## config.mk

```make
export PLATFORM = sky130hd
export DESIGN_NAME = fetch_ctrl_flat
export DESIGN_NICKNAME = d
export VERILOG_FILES = /design/src/rtl/fetch_ctrl_if.sv /design/src/rtl/fetch_ctrl.sv /design/src/flat_wrapper.sv
export SDC_FILE = /design/constraint.sdc
export NUM_CORES = 1
export LEC_CHECK = 0
export ABC_AREA = 1
export BUFFER_PORTS_ARGS = -buffer_cell sky130_fd_sc_hd__buf_2
export CAP_MARGIN = 20
export CORE_ASPECT_RATIO = 1.1
export CORE_MARGIN = 1.5
export CORE_UTILIZATION = 51
export DETAILED_ROUTE_END_ITERATION = 16
export GPL_TIMING_DRIVEN = 0
export HOLD_SLACK_MARGIN = 0.1
export PLACE_DENSITY_LB_ADDON = 0.1
export SYNTH_ARGS = -nofsm -noshare
export SYNTH_HDL_FRONTEND = slang
export SYNTH_SLANG_ARGS = --single-unit
```

## constraint.sdc

```tcl
create_clock -name clk -period 2.09 [get_ports clk]
set_clock_uncertainty 0.2 [all_clocks]
set_input_delay 0.418 -clock clk [delete_from_list [all_inputs] [get_ports clk]]
set_output_delay 0.418 -clock clk [all_outputs]
set_load 0.01 [all_outputs]
```

## src/rtl/fetch_ctrl_if.sv

```systemverilog
// Instruction-memory fetch bus between fetch_ctrl and the instruction memory.
//   imem_req   : fetch request (fetch side -> memory)
//   imem_addr  : fetch address (fetch side -> memory)
//   imem_ready : response for imem_addr valid this cycle (memory -> fetch side)
//   imem_rdata : fetched instruction, valid with imem_ready (memory -> fetch side)
interface fetch_ctrl_if;
  localparam int unsigned XLEN = 32;

  logic            imem_req;
  logic [XLEN-1:0] imem_addr;
  logic            imem_ready;
  logic [XLEN-1:0] imem_rdata;

  modport master (
    output imem_req,
    output imem_addr,
    input  imem_ready,
    input  imem_rdata
  );

  modport slave (
    input  imem_req,
    input  imem_addr,
    output imem_ready,
    output imem_rdata
  );
endinterface

```

## src/rtl/fetch_ctrl.sv

```systemverilog
// Fetch stage controller: owns the PC, drives the instruction-memory bus and
// loads the IF/ID pipeline register, honouring load-use stalls and redirects.
// A redirect that arrives while a fetch is still outstanding parks the target
// and enters KILL until the stale response returns and is dropped.
// Optional feature macro: FETCH_PERF_CNT_EN (redirect/stall performance counters).
// Ports:
//   clk, rst      : clock, synchronous active-high reset
//   is_stall[1:0] : bit1 redirect, bit0 load-use stall
//   pc_branch     : redirect target, valid with is_stall[1]
//   imem          : instruction fetch bus (master side)
//   if_id_pc/instr/valid : IF/ID pipeline register
//   id_ex_bubble  : combinational, ID/EX must load a bubble this cycle
//   redirect_cnt, stall_cnt : performance counters (zero when feature disabled)
module fetch_ctrl #(
  parameter logic [31:0] RESET_PC  = 32'h0000_0000,
  parameter logic [31:0] NOP_INSTR = 32'h0000_0013
) (
  input  logic                clk,
  input  logic                rst,
  input  logic [1:0]          is_stall,
  input  logic [31:0]         pc_branch,
  fetch_ctrl_if.master        imem,
  output logic [31:0]         if_id_pc,
  output logic [31:0]         if_id_instr,
  output logic                if_id_valid,
  output logic                id_ex_bubble,
  output logic [31:0]         redirect_cnt,
  output logic [31:0]         stall_cnt
);
  localparam int unsigned XLEN    = 32;
  localparam int unsigned PC_STEP = 4;

  typedef enum logic {FETCH, KILL} state_e;

  state_e          state_q, state_d;
  logic [XLEN-1:0] pc_q, pc_d;
  logic [XLEN-1:0] tgt_q, tgt_d;
  logic [XLEN-1:0] ifid_pc_d, ifid_instr_d;
  logic            ifid_valid_d;
  logic            redirect, load_stall;

  assign redirect   = is_stall[1];
  assign load_stall = is_stall[0] & ~is_stall[1];

  // Request is asserted in every non-reset cycle; address is the PC register.
  assign imem.imem_req  = ~rst;
  assign imem.imem_addr = pc_q;

  // State and pipeline registers.
  always_ff @(posedge clk) begin
    if (rst) begin
      state_q     <= FETCH;
      pc_q        <= RESET_PC;
      tgt_q       <= '0;
      if_id_pc    <= '0;
      if_id_instr <= NOP_INSTR;
      if_id_valid <= 1'b0;
    end else begin
      state_q     <= state_d;
      pc_q        <= pc_d;
      tgt_q       <= tgt_d;
      if_id_pc    <= ifid_pc_d;
      if_id_instr <= ifid_instr_d;
      if_id_valid <= ifid_valid_d;
    end
  end

  // Next-state, next-PC and IF/ID load selection.
  always_comb begin
    state_d      = state_q;
    pc_d         = pc_q;
    tgt_d        = tgt_q;
    ifid_pc_d    = if_id_pc;
    ifid_instr_d = if_id_instr;
    ifid_valid_d = if_id_valid;
    id_ex_bubble = 1'b0;

    unique case (state_q)
      FETCH: begin
        if (redirect) begin
          id_ex_bubble = 1'b1;
          ifid_pc_d    = pc_branch;
          ifid_instr_d = NOP_INSTR;
          ifid_valid_d = 1'b0;
          if (imem.imem_ready) begin
            pc_d = pc_branch;
          end else begin
            // Fetch still in flight: keep the address stable, park the target.
            tgt_d   = pc_branch;
            state_d = KILL;
          end
        end else if (load_stall) begin
          // Hold PC and IF/ID; any returned data is dropped and re-fetched.
          id_ex_bubble = 1'b1;
        end else if (imem.imem_ready) begin
          pc_d         = pc_q + XLEN'(PC_STEP);
          ifid_pc_d    = pc_q;
          ifid_instr_d = imem.imem_rdata;
          ifid_valid_d = 1'b1;
        end else begin
          ifid_pc_d    = pc_q;
          ifid_instr_d = NOP_INSTR;
          ifid_valid_d = 1'b0;
        end
      end

      KILL: begin
        // Stale response is discarded; load-use stall has no effect here.
        ifid_instr_d = NOP_INSTR;
        ifid_valid_d = 1'b0;
        if (redirect) begin
          id_ex_bubble = 1'b1;
          tgt_d        = pc_branch;
        end
        if (imem.imem_ready) begin
          pc_d    = tgt_d;
          state_d = FETCH;
        end
      end

      default: begin
        state_d = FETCH;
      end
    endcase
  end

`ifdef FETCH_PERF_CNT_EN
  logic [XLEN-1:0] redirect_cnt_q, stall_cnt_q;

  // Free-running event counters, wrapping at 2^32.
  always_ff @(posedge clk) begin
    if (rst) begin
      redirect_cnt_q <= '0;
      stall_cnt_q    <= '0;
    end else begin
      if (redirect) begin
        redirect_cnt_q <= redirect_cnt_q + XLEN'(1);
      end
      if (load_stall && (state_q == FETCH)) begin
        stall_cnt_q <= stall_cnt_q + XLEN'(1);
      end
    end
  end

  assign redirect_cnt = redirect_cnt_q;
  assign stall_cnt    = stall_cnt_q;
`else
  assign redirect_cnt = '0;
  assign stall_cnt    = '0;
`endif

endmodule

```

## src/flat_wrapper.sv

```systemverilog
// flat-port wrapper written by rule: the top's interface ports become plain ports
module fetch_ctrl_flat 
#(
  parameter logic [31:0] RESET_PC  = 32'h0000_0000,
  parameter logic [31:0] NOP_INSTR = 32'h0000_0013
)
  (clk, rst, is_stall, pc_branch, if_id_pc, if_id_instr, if_id_valid, id_ex_bubble, redirect_cnt, stall_cnt, imem_imem_req, imem_imem_addr, imem_imem_ready, imem_imem_rdata);
  fetch_ctrl_if imem_i ();
  input  logic clk;
  input  logic rst;
  input  logic [1:0] is_stall;
  input  logic [31:0] pc_branch;
  output logic [31:0] if_id_pc;
  output logic [31:0] if_id_instr;
  output logic if_id_valid;
  output logic id_ex_bubble;
  output logic [31:0] redirect_cnt;
  output logic [31:0] stall_cnt;
  output wire logic [$bits(imem_i.imem_req)-1:0] imem_imem_req;
  output wire logic [$bits(imem_i.imem_addr)-1:0] imem_imem_addr;
  input wire logic [$bits(imem_i.imem_ready)-1:0] imem_imem_ready;
  input wire logic [$bits(imem_i.imem_rdata)-1:0] imem_imem_rdata;
  assign imem_imem_req = imem_i.imem_req;
  assign imem_imem_addr = imem_i.imem_addr;
  assign imem_i.imem_ready = imem_imem_ready;
  assign imem_i.imem_rdata = imem_imem_rdata;
  fetch_ctrl #(.RESET_PC(RESET_PC), .NOP_INSTR(NOP_INSTR)) u_core (.clk(clk), .rst(rst), .is_stall(is_stall), .pc_branch(pc_branch), .imem(imem_i), .if_id_pc(if_id_pc), .if_id_instr(if_id_instr), .if_id_valid(if_id_valid), .id_ex_bubble(id_ex_bubble), .redirect_cnt(redirect_cnt), .stall_cnt(stall_cnt));
endmodule
```

==> metrics, run 1 <==
result of the run=complete, no violations; post-route DRC violation count=0; Starting Density=0.5189; minimum period implied by the final worst setup slack=2.050 ns; number of buffers on the longest clock path=2; number of port buffers=167; count of nets after finishing=1388; leading cell types in the layout, fill and taps excluded=206 x sky130_fd_sc_hd__nand2_1, 177 x sky130_fd_sc_hd__buf_2, 129 x sky130_fd_sc_hd__dfxtp_1; met2 track demand over resource in global routing=0.5786; number of antenna diodes=0; leakage dissipation=4.444 nW; routed length per placed instance=16.68 um; Slew headroom=0.4726; count of clock tree sinks=130; Min-Delay Path Class=input pin to register; met3 capacity usage during global routing=0.07153; period utilisation layout=0.9809; number of synthesis warnings=0; average instance area after synthesis=6.707 um^2; top cell type's share of synthesized area=0.3812; accumulated negative setup slack=0 ns; peak-usage layer in the global routing report=met2; global-route track usage on met1=0.4154; routed wire length=24.89 mm; master of the slowest instance on the critical path=sky130_fd_sc_hd__buf_4; Cell Rows=44; HPWL after DPL=16.92 mm; WS Path Type=input pin to output pin; Worst-Skew Late Latency=0.43 ns; most used cell, CP=sky130_fd_sc_hd__buf_4; last weighted congestion value of the routability-driven placer=1.008; Cell Area, Synth=6828 um^2; cell type with the largest total area after synthesis=sky130_fd_sc_hd__dfxtp_1; gr usage total=0.3427; Fmax=0.4878 GHz; number of placed I/O pins=232; maximum level of the CTS H-tree=4; count of final setup violators=0; die width=113.3 um; CP Cell Sequence=buf_2 > inv_2 > buf_4 > buf_4 > nand2_1 > buf_6; TritonRoute pass-1 iters=6; number of vias after detailed routing=7991; reported max-cap violation count=0; clock slew seen by the registers of the worst setup and hold paths=0.06 ns; final antenna-violating net count=0; TritonCTS Buffers=17; RSZ-0062 raised after global routing=yes; Die H=124.4 um; CP startpoint kind=input pin; peak supply drop=0.0005688 V; maximum fanout encountered on the critical timing path=19; aggregate global routing overflow=0; largest cells by area after synthesis=sky130_fd_sc_hd__dfxtp_1 38%, sky130_fd_sc_hd__nand2_1 11%, sky130_fd_sc_hd__buf_4 7.7%; global-route wire length before repair=37.72 mm; placeable core region=13160 um^2; initial DRC count=988; element type at the critical path end=output pin; number of antenna violations at the first check in global routing=0; flip-flop and latch count after synthesis=130; largest net degree at the start of global routing=20; TritonCTS clock tree=built; total power density per cell area=750.1 nW/um^2; number of endpoints with negative hold slack in the final report=0; Post-Place Cells=1409; number of global-route vias before repair=7228; synth unique cells=37; max incr delay on CP=0.29 ns; proportion of synthesized chip area in sequential cells=0.3812; worst path arrival time=1.43 ns; final std cells w/o fill=1492; transition at the pin with the smallest max-transition slack=0.7911 ns; Area Growth Syn to Fin=35.61%; clock root buffer=sky130_fd_sc_hd__clkbuf_16; total die area=14090 um^2; per-cell via count in the routed design=5.356; ratio of cells with drive above 1 in the final layout=0.2374; commonest non-fill, non-tap cell in the layout=sky130_fd_sc_hd__nand2_1; Data required, critical path=1.47 ns; Final Max Slew Viols=0; count of mapped cells out of synthesis=1018
==> sequential cells by signal, summed over array words and instances, names as in the netlist <==
register,count
u_core.state_q,1
u_core.if_id_instr,32
u_core.if_id_valid,1
u_core.tgt_q,32
u_core.imem.imem_addr,32
u_core.if_id_pc,32
==> final timing paths <==
kind | depth (start not counted) | slack [ns] | from | end
setup reg to reg | 9 | 0.08 | u_core.imem.imem_addr[3] | u_core.imem.imem_addr[16]
hold / removal | 3 | 0.11 | pc_branch[25] | u_core.if_id_pc[25]
hold reg to reg | 2 | 0.26 | u_core.if_id_instr[23] | u_core.if_id_instr[23]
setup / recovery | 6 | 0.04 | is_stall[1] | id_ex_bubble
==> critical path, delay by kind of cell <==
family / cells / cell delay, ns
buffers and inverters: 5 / 0.90
and+or+nand+nor: 1 / 0.10
==> power by group <==
| group | internal, mW | total, mW | switching, mW |
|---|---|---|---|
| logic | 0.490 | 1.22 | 0.731 |
| registers | 2.64 | 2.78 | 0.134 |
| clock network | 1.78 | 2.95 | 1.17 |
==> layout make-up <==
| type | instances | area (um^2) |
|---|---|---|
| inverters | 94 | 352.8 |
| fillers | 1177 | 3899 |
| clock inverters | 13 | 136.4 |
| clock buffers | 19 | 442.9 |
| flip-flops and latches | 130 | 2606 |
| well taps | 161 | 201.4 |
| plain buffers | 118 | 772.0 |
| multi-input cells | 734 | 3359 |
| repair buffers | 223 | 1388 |
==> cells in the mapped netlist (all sizes together) <==
library cell  number
a21oi             84
o21ai            100
a22oi              1
o221ai             1
dfxtp            130
o211ai             3
o21a               1
buf               92
a31oi             24
nand3b             1
nor2             136
nand3             55
o22ai             22
ha                 1
a311oi             1
nor3               5
nor4               1
and2               1
inv               94
clkbuf            31
nand4              2
a211oi            11
or2                2
conb               1
nand2            208
o31ai             10
==> logic make-up after synthesis <==
group | after synthesis | synth area share
buffers and inverters | 217 | 0.1622
adders and majority gates | 1 | 0.001832
AOI/OAI and AO/OA | 258 | 0.2087
other | 1 | 0.0005492
DFF | 130 | 0.3812
and+or+nand+nor | 411 | 0.2456
==> what timing repair did <==
item / in CTS / in global routing
setup endpoints to repair: 2 / 65
hold buffers: 50 / 0
gates resized for setup: 12 / 20
pin swaps: 0 / 1
hold endpoints to repair: 60 / 0
buffers inserted: 1 / 5
==> metal layers <==
layer | share of wire | vias to the layer above
met5 | 0 | -
li1 | - | 3816
met4 | 0.034 | 0
met3 | 0.098 | 70
met1 | 0.39 | 3664
met2 | 0.48 | 441
==> stage by stage <==
step                hold WS [ns]  total power, mW  instance area [um^2]  setup slack [ns]    util
global route              0.1308            7.162                  9259          -0.03285  0.7037
finish                    0.1074            6.945                  9259           0.04002  0.7037
detailed placement        0.2518            3.912                  8102           -0.3149  0.6157
CTS                       0.1055            6.890                  9214          -0.05897  0.7003
global placement          0.2497            3.900                  8102           -0.2878  0.6157
floorplan                 0.2345            3.487                  7064            0.3600       -
Note: power is estimated with default switching activity, not from simulation.
==> run 2: changes to the inputs <==
--- a/config.mk
+++ b/config.mk
@@ -8,9 +8,11 @@
 export ABC_AREA = 1
 export BUFFER_PORTS_ARGS = -buffer_cell sky130_fd_sc_hd__buf_2
 export CAP_MARGIN = 20
+export CELL_PAD_IN_SITES_DETAIL_PLACEMENT = 2
+export CELL_PAD_IN_SITES_GLOBAL_PLACEMENT = 2
 export CORE_ASPECT_RATIO = 1.1
 export CORE_MARGIN = 1.5
-export CORE_UTILIZATION = 51
+export CORE_UTILIZATION = 26
 export DETAILED_ROUTE_END_ITERATION = 16
 export GPL_TIMING_DRIVEN = 0
 export HOLD_SLACK_MARGIN = 0.1
==> run 2 against run 1 <==
Effect of this change:
- the run now ends with setup timing left
- die area grew 93%
- via count grew 0.99%
- critical path type is now register to output pin
- setup slack lost 0.080 ns
- largest cell class unchanged
- sequential cell count is the same
- combinational power grew 5%
- critical endpoint unchanged
==> metrics, run 2 (synthesized netlist as in run 1, its figures left out) <==
result of the run=complete, but fails checks; failing checks=setup timing; # fillers=3191 (+170%); CP startpoint kind=register; Area Growth Syn to Fin=40.70%; leakage dissipation=4.514 nW (+1.6%); Data required, critical path=1.47 ns (about the same); Die H=173.0 um (+39%); metal3 WL=1.265 mm (-48%); count of final setup violators=1 (+1); period utilisation layout=1.019 (+0.03845); Post-Place Worst Slack=-0.5885 ns (-0.2736 ns); total area of multi-input combinational cells=3387 um^2 (+0.82%); peak supply drop=0.0004109 V (-28%); routed length per placed instance=19.63 um (+18%); leading cell types in the layout, fill and taps excluded=205 x sky130_fd_sc_hd__nand2_1, 178 x sky130_fd_sc_hd__buf_2, 126 x sky130_fd_sc_hd__nor2_1, 126 x sky130_fd_sc_hd__dfxtp_1, 94 x sky130_fd_sc_hd__o21ai_0; reported max-cap violation count=0 (unchanged); master of the slowest instance on the critical path=sky130_fd_sc_hd__dfxtp_4; total power density per cell area=755.6 nW/um^2 (+0.73%); cell area reported after detailed placement=8341 um^2 (+2.9%); CP Cell Sequence=inv_2 > buf_6 > buf_12 > buf_12 > nand2_1 > nand2_1 > buf_6; TritonCTS Buffers=17 (unchanged); clock root buffer=sky130_fd_sc_hd__clkbuf_16; maximum level of the CTS H-tree=4 (unchanged); count of clock tree sinks=130 (unchanged); Cell Rows=62 (+41%); number of antenna violations at the first check in global routing=1 (+1); Register-to-Register Setup Slack=0.10 ns (+0.02 ns); commonest non-fill, non-tap cell in the layout=sky130_fd_sc_hd__nand2_1; minimum period implied by the final worst setup slack=2.130 ns (+0.08036 ns); total die area=27240 um^2 (+93%); max incr delay on CP=0.39 ns (+0.10 ns); initial DRC count=349 (-65%); per-cell via count in the routed design=4.784 (-11%); RSZ-0062 raised after global routing=yes; number of endpoints with negative hold slack in the final report=0 (unchanged); final non-filler cell area=9607 um^2 (+3.8%); Starting Density=0.2627 (-0.2562); FF/Latch Area=2610 um^2 (+0.14%); Fmax=0.4694 GHz (-3.8%); post-route DRC violation count=0 (unchanged); gr usage total=0.2453 (-0.09741); total power draw=7.259 mW (+4.5%); TritonCTS clock tree=built; aggregate global routing overflow=0 (unchanged); transition at the pin with the smallest max-transition slack=0.7671 ns (-0.02403 ns); number of vias after detailed routing=8070 (+0.99%); accumulated negative setup slack=-0.04034 ns (-0.04034 ns); top routing layer in use=met4; maximum fanout encountered on the critical timing path=10 (-9); final worst setup slack=-0.04034 ns (-0.08036 ns); largest net degree at the start of global routing=17 (-15%); final std cells w/o fill=1687 (+13%); amount of wire on met2 after detailed routing=16.80 mm (+42%); number of placed I/O pins=232 (unchanged); last weighted congestion value of the routability-driven placer=0.8278 (-18%); element type at the critical path end=output pin; clock slew seen by the registers of the worst setup and hold paths=0.06 ns (about the same); worst path arrival time=1.51 ns (+0.08 ns); Worst-Skew Late Latency=0.43 ns (about the same); final antenna-violating net count=0 (unchanged); Final Max Slew Viols=0 (unchanged); routed wire length=33.12 mm (+33%); global-route wire length before repair=49.90 mm (+32%); HPWL after DPL=23.60 mm (+39%); count of nets after finishing=1391 (+0.22%); ratio of cells with drive above 1 in the final layout=0.2474 (+0.009961); TritonRoute pass-1 iters=5 (-1); Slew headroom=0.4886 (+0.01602); DRT met1 WL=14.39 mm (+48%); WS Path Type=register to output pin; number of buffers on the longest clock path=2 (unchanged); placeable core region=25990 um^2 (+98%); Post-Place Cells=1600 (+14%); number of global-route vias before repair=8442 (+17%); Min-Delay Path Class=input pin to register; number of port buffers=167 (unchanged); die width=157.5 um (+39%)
==> run 2: cell count changes in the layout (fill, tap and decap cells not counted), sizes merged <==
cell,change
inv,-1
clkbuf,+3
diode,+1
clkinv,+1
bufinv,+1
buf,+1
clkinvlp,-2
==> run 2: per-layer routing <==
metal / track usage / up-vias
met1: 0.2970 / 3986
met5: 0 / -
li1: - / 3825
met3: 0.03183 / 39
met2: 0.4436 / 220
met4: 0.07744 / 0
==> run 2: final timing paths <==
kind                     from                    end  cells past startpoint
max reg2reg    u_core.state_q  u_core.if_id_instr[1]                      7
min reg2reg  u_core.tgt_q[11]       u_core.tgt_q[11]                      2
min             pc_branch[26]    u_core.if_id_pc[26]                      3
max            u_core.state_q           id_ex_bubble                      7
==> run 2: metrics by stage <==
step / utilization / hold slack (ns)
6_report: 0.3697 / 0.1174
5_1_grt: 0.3697 / 0.1149
4_1_cts: 0.3668 / 0.1037
3_5_place_dp: 0.3209 / 0.2537
3_3_place_gp: 0.3209 / 0.2471
2_1_floorplan: - / 0.2345
==> run 2: layout make-up <==
class                           instances  share of cell area
Antenna cell                            1           0.0002605
Buffer                                122             0.08505
Clock buffer                           20             0.04754
Clock inverter                         12             0.01628
Inverter                               94             0.03712
Multi-Input combinational cell        734              0.3526
Sequential cell                       130              0.2717
Tap cell                              352             0.04585
Timing Repair Buffer                  222              0.1437
==> run 2: power by group <==
group | internal (mW) | total, mW | switching (mW)
clock | 1.95 | 3.18 | 1.24
sequential | 2.64 | 2.79 | 0.147
combinational | 0.492 | 1.28 | 0.792
total | 5.08 | 7.26 | 2.18
==> run 2: repair_timing <==
action / CTS / global route
setup buffers: 1 / 4
endpoints found under the setup margin: 78 / 56
hold buffers: 50 / 0
resized for setup: 23 / 26
hold endpoints to repair: 52 / 0
pin swaps: 0 / 2
==> run 2: worst max-delay path, delay by kind of cell, from the launching register on <==
kind                   cells  cell delay (ns)
buffers and inverters      5             0.59
AND/OR/NAND/NOR            2             0.12
flip-flops                 1             0.39
==> run 3: changes to the inputs <==
--- a/config.mk
+++ b/config.mk
@@ -10,7 +10,6 @@
 export CAP_MARGIN = 20
 export CELL_PAD_IN_SITES_DETAIL_PLACEMENT = 2
 export CELL_PAD_IN_SITES_GLOBAL_PLACEMENT = 2
-export CORE_ASPECT_RATIO = 1.1
 export CORE_MARGIN = 1.5
 export CORE_UTILIZATION = 26
 export DETAILED_ROUTE_END_ITERATION = 16
==> run 3 against run 2 <==
Effect of this change:
- the flow now finishes without violations
- setup slack improved by 0.065 ns
- routed wire length fell by 1.4%
- register-to-register slack got worse by 0.07 ns
- worst hold slack improved by 0.012 ns
- first-iteration DRC count rose by 4.3%
- power barely moved
- sequential cell count did not move
- cell area rose by 0.49%
- largest power group unchanged
- fmax rose by 3.2%
- final cell count fell by 0.71%
- combinational power barely moved
==> metrics, run 3 (synthesized netlist as in run 1, its figures left out) <==
result of the run=complete, no violations; Area Growth Syn to Fin=41.40%; count of final setup violators=0 (-1); HPWL after DPL=23.66 mm (+0.27%); CP delay by family, top=buffers and inverters; WS Path Type=register to output pin; Fmax=0.4842 GHz (+3.2%); TritonCTS clock tree=built; Worst-Skew Late Latency=0.43 ns (about the same); global-route wire length before repair=48.33 mm (-3.2%); Final Max Slew Viols=0 (unchanged); number of port buffers=167 (unchanged); RSZ-0062 raised after global routing=yes; total buffers and inverters traversed by the critical path=5 (unchanged); Data required, critical path=1.47 ns (about the same); metal3 WL=1.509 mm (+19%); die width=165.1 um (+4.8%); count of nets after finishing=1396 (+0.36%); top routing layer in use=met4; aggregate global routing overflow=0 (unchanged); routed wire length=32.67 mm (-1.4%); number of vias after detailed routing=7998 (-0.89%); routed length per placed instance=19.50 um (-0.66%); ratio of cells with drive above 1 in the final layout=0.2472 (about the same); number of buffers on the longest clock path=2 (unchanged); number of global-route vias before repair=8096 (-4.1%); per-cell via count in the routed design=4.775 (-0.18%); final antenna-violating net count=0 (unchanged); element type at the critical path end=output pin; accumulated negative setup slack=0 ns (+0.04034 ns); placeable core region=25910 um^2 (-0.29%); worst path arrival time=1.45 ns (-0.06 ns); Die H=165.1 um (-4.6%); master of the slowest instance on the critical path=sky130_fd_sc_hd__dfxtp_4; number of endpoints with negative hold slack in the final report=0 (unchanged); number of antenna violations at the first check in global routing=0 (-1); share of the core filled with cells in the final layout=0.3726 (+0.002924); max incr delay on CP=0.37 ns (-0.02 ns); total die area=27240 um^2 (about the same); clock slew seen by the registers of the worst setup and hold paths=0.07 ns (about the same); transition at the pin with the smallest max-transition slack=0.8990 ns (+0.1319 ns); CP Cell Sequence=inv_4 > buf_8 > buf_12 > buf_12 > nand2_4 > nand2_2 > buf_6; period utilisation layout=0.9881 (-0.03118); number of placed I/O pins=232 (unchanged); DRT met1 WL=15.00 mm (+4.3%); amount of wire on met2 after detailed routing=15.45 mm (-8.0%); total power density per cell area=751.8 nW/um^2 (-0.51%); count of clock tree sinks=130 (unchanged); gr usage total=0.2394 (-0.005898); Slew headroom=0.4007 (-0.08792); most used cell, CP=sky130_fd_sc_hd__buf_12; minimum period implied by the final worst setup slack=2.065 ns (-0.06516 ns); reported max-cap violation count=0 (unchanged); clock root buffer=sky130_fd_sc_hd__clkbuf_16; Min-Delay Path Class=input pin to register; largest net degree at the start of global routing=17 (unchanged); CP startpoint kind=register; peak supply drop=0.0003840 V (-6.5%); maximum fanout encountered on the critical timing path=10 (unchanged); leakage dissipation=4.537 nW (+0.51%); TritonCTS Buffers=17 (unchanged); last weighted congestion value of the routability-driven placer=0.8066 (-2.6%); post-route DRC violation count=0 (unchanged); maximum level of the CTS H-tree=4 (unchanged); initial DRC count=364 (+4.3%); Cell Rows=59 (-4.8%); TritonRoute pass-1 iters=5 (unchanged); commonest non-fill, non-tap cell in the layout=sky130_fd_sc_hd__nand2_1; Starting Density=0.2635 (+0.0007739); leading cell types in the layout, fill and taps excluded=204 x sky130_fd_sc_hd__nand2_1, 178 x sky130_fd_sc_hd__buf_2, 127 x sky130_fd_sc_hd__dfxtp_1
-- run 3: cell count changes in the layout (fill, tap and decap cells not counted), sizes merged --
cell         delta
inv             +7
dlygate4sd3     +1
clkinv          -4
clkbuf          -2
bufinv          -1
buf             +4
-- run 3: worst reg2reg max path, delay by kind of cell, from the launching register on --
kind | cells | cell delay, ns
flops | 1 | 0.36
compound gates | 1 | 0.22
simple gates | 3 | 0.60
buf+inv | 3 | 0.59
-- run 3: cell type report --
class                   count  area (um^2)
diodes                      1        2.502
fillers                  3134        16260
inverters                  94        357.8
well taps                 335        419.2
flip-flops and latches    130         2609
plain buffers             122        822.0
multi-input cells         734         3397
clock buffers              18        439.2
repair buffers            227         1438
clock inverters            14        170.2
-- run 3: metrics by stage --
step	total power [mW]	hold WS (ns)	std cells	worst slack (ns)	cell area, um^2
2_1_floorplan	3.487	0.2345	1081	0.3600	7064
3_3_place_gp	3.990	0.2505	1583	-0.4877	8319
3_5_place_dp	4.016	0.2553	1583	-0.4456	8319
4_1_cts	7.291	0.1211	1667	-0.02967	9519
5_1_grt	7.595	0.1503	1674	-0.01987	9652
6_report	7.258	0.1295	1675	0.02482	9654
-- run 3: worst paths after layout --
kind                         startpoint                        end  slack, ns  cells after the start
hold / removal            pc_branch[28]        u_core.if_id_pc[28]       0.13                      3
setup reg to reg         u_core.state_q  u_core.imem.imem_addr[19]       0.03                      7
setup / recovery         u_core.state_q               id_ex_bubble       0.02                      7
hold reg to reg   u_core.if_id_instr[6]      u_core.if_id_instr[6]       0.26                      2
-- run 3: routing by layer --
layer,GRT usage,vias to the layer above
met5,0,-
met4,0.07494,0
met3,0.03971,37
met2,0.4013,218
met1,0.3127,3907
li1,-,3836
-- run 3: timing repair --
item,4_1_cts,5_1_grt
buffers inserted,2,6
cloned,0,1
gates resized for setup,22,27
hold buffers,51,0
pin swaps,0,2
endpoints found under the setup margin,79,55
hold endpoints to repair,57,0
-- run 3: power by group --
| group | internal, mW | leakage [nW] | switching [mW] |
|---|---|---|---|
| logic | 0.503 | 3.17 | 0.800 |
| clock network | 1.83 | 0.294 | 1.33 |
| registers | 2.64 | 1.07 | 0.144 |
| total | 4.98 | 4.54 | 2.28 |
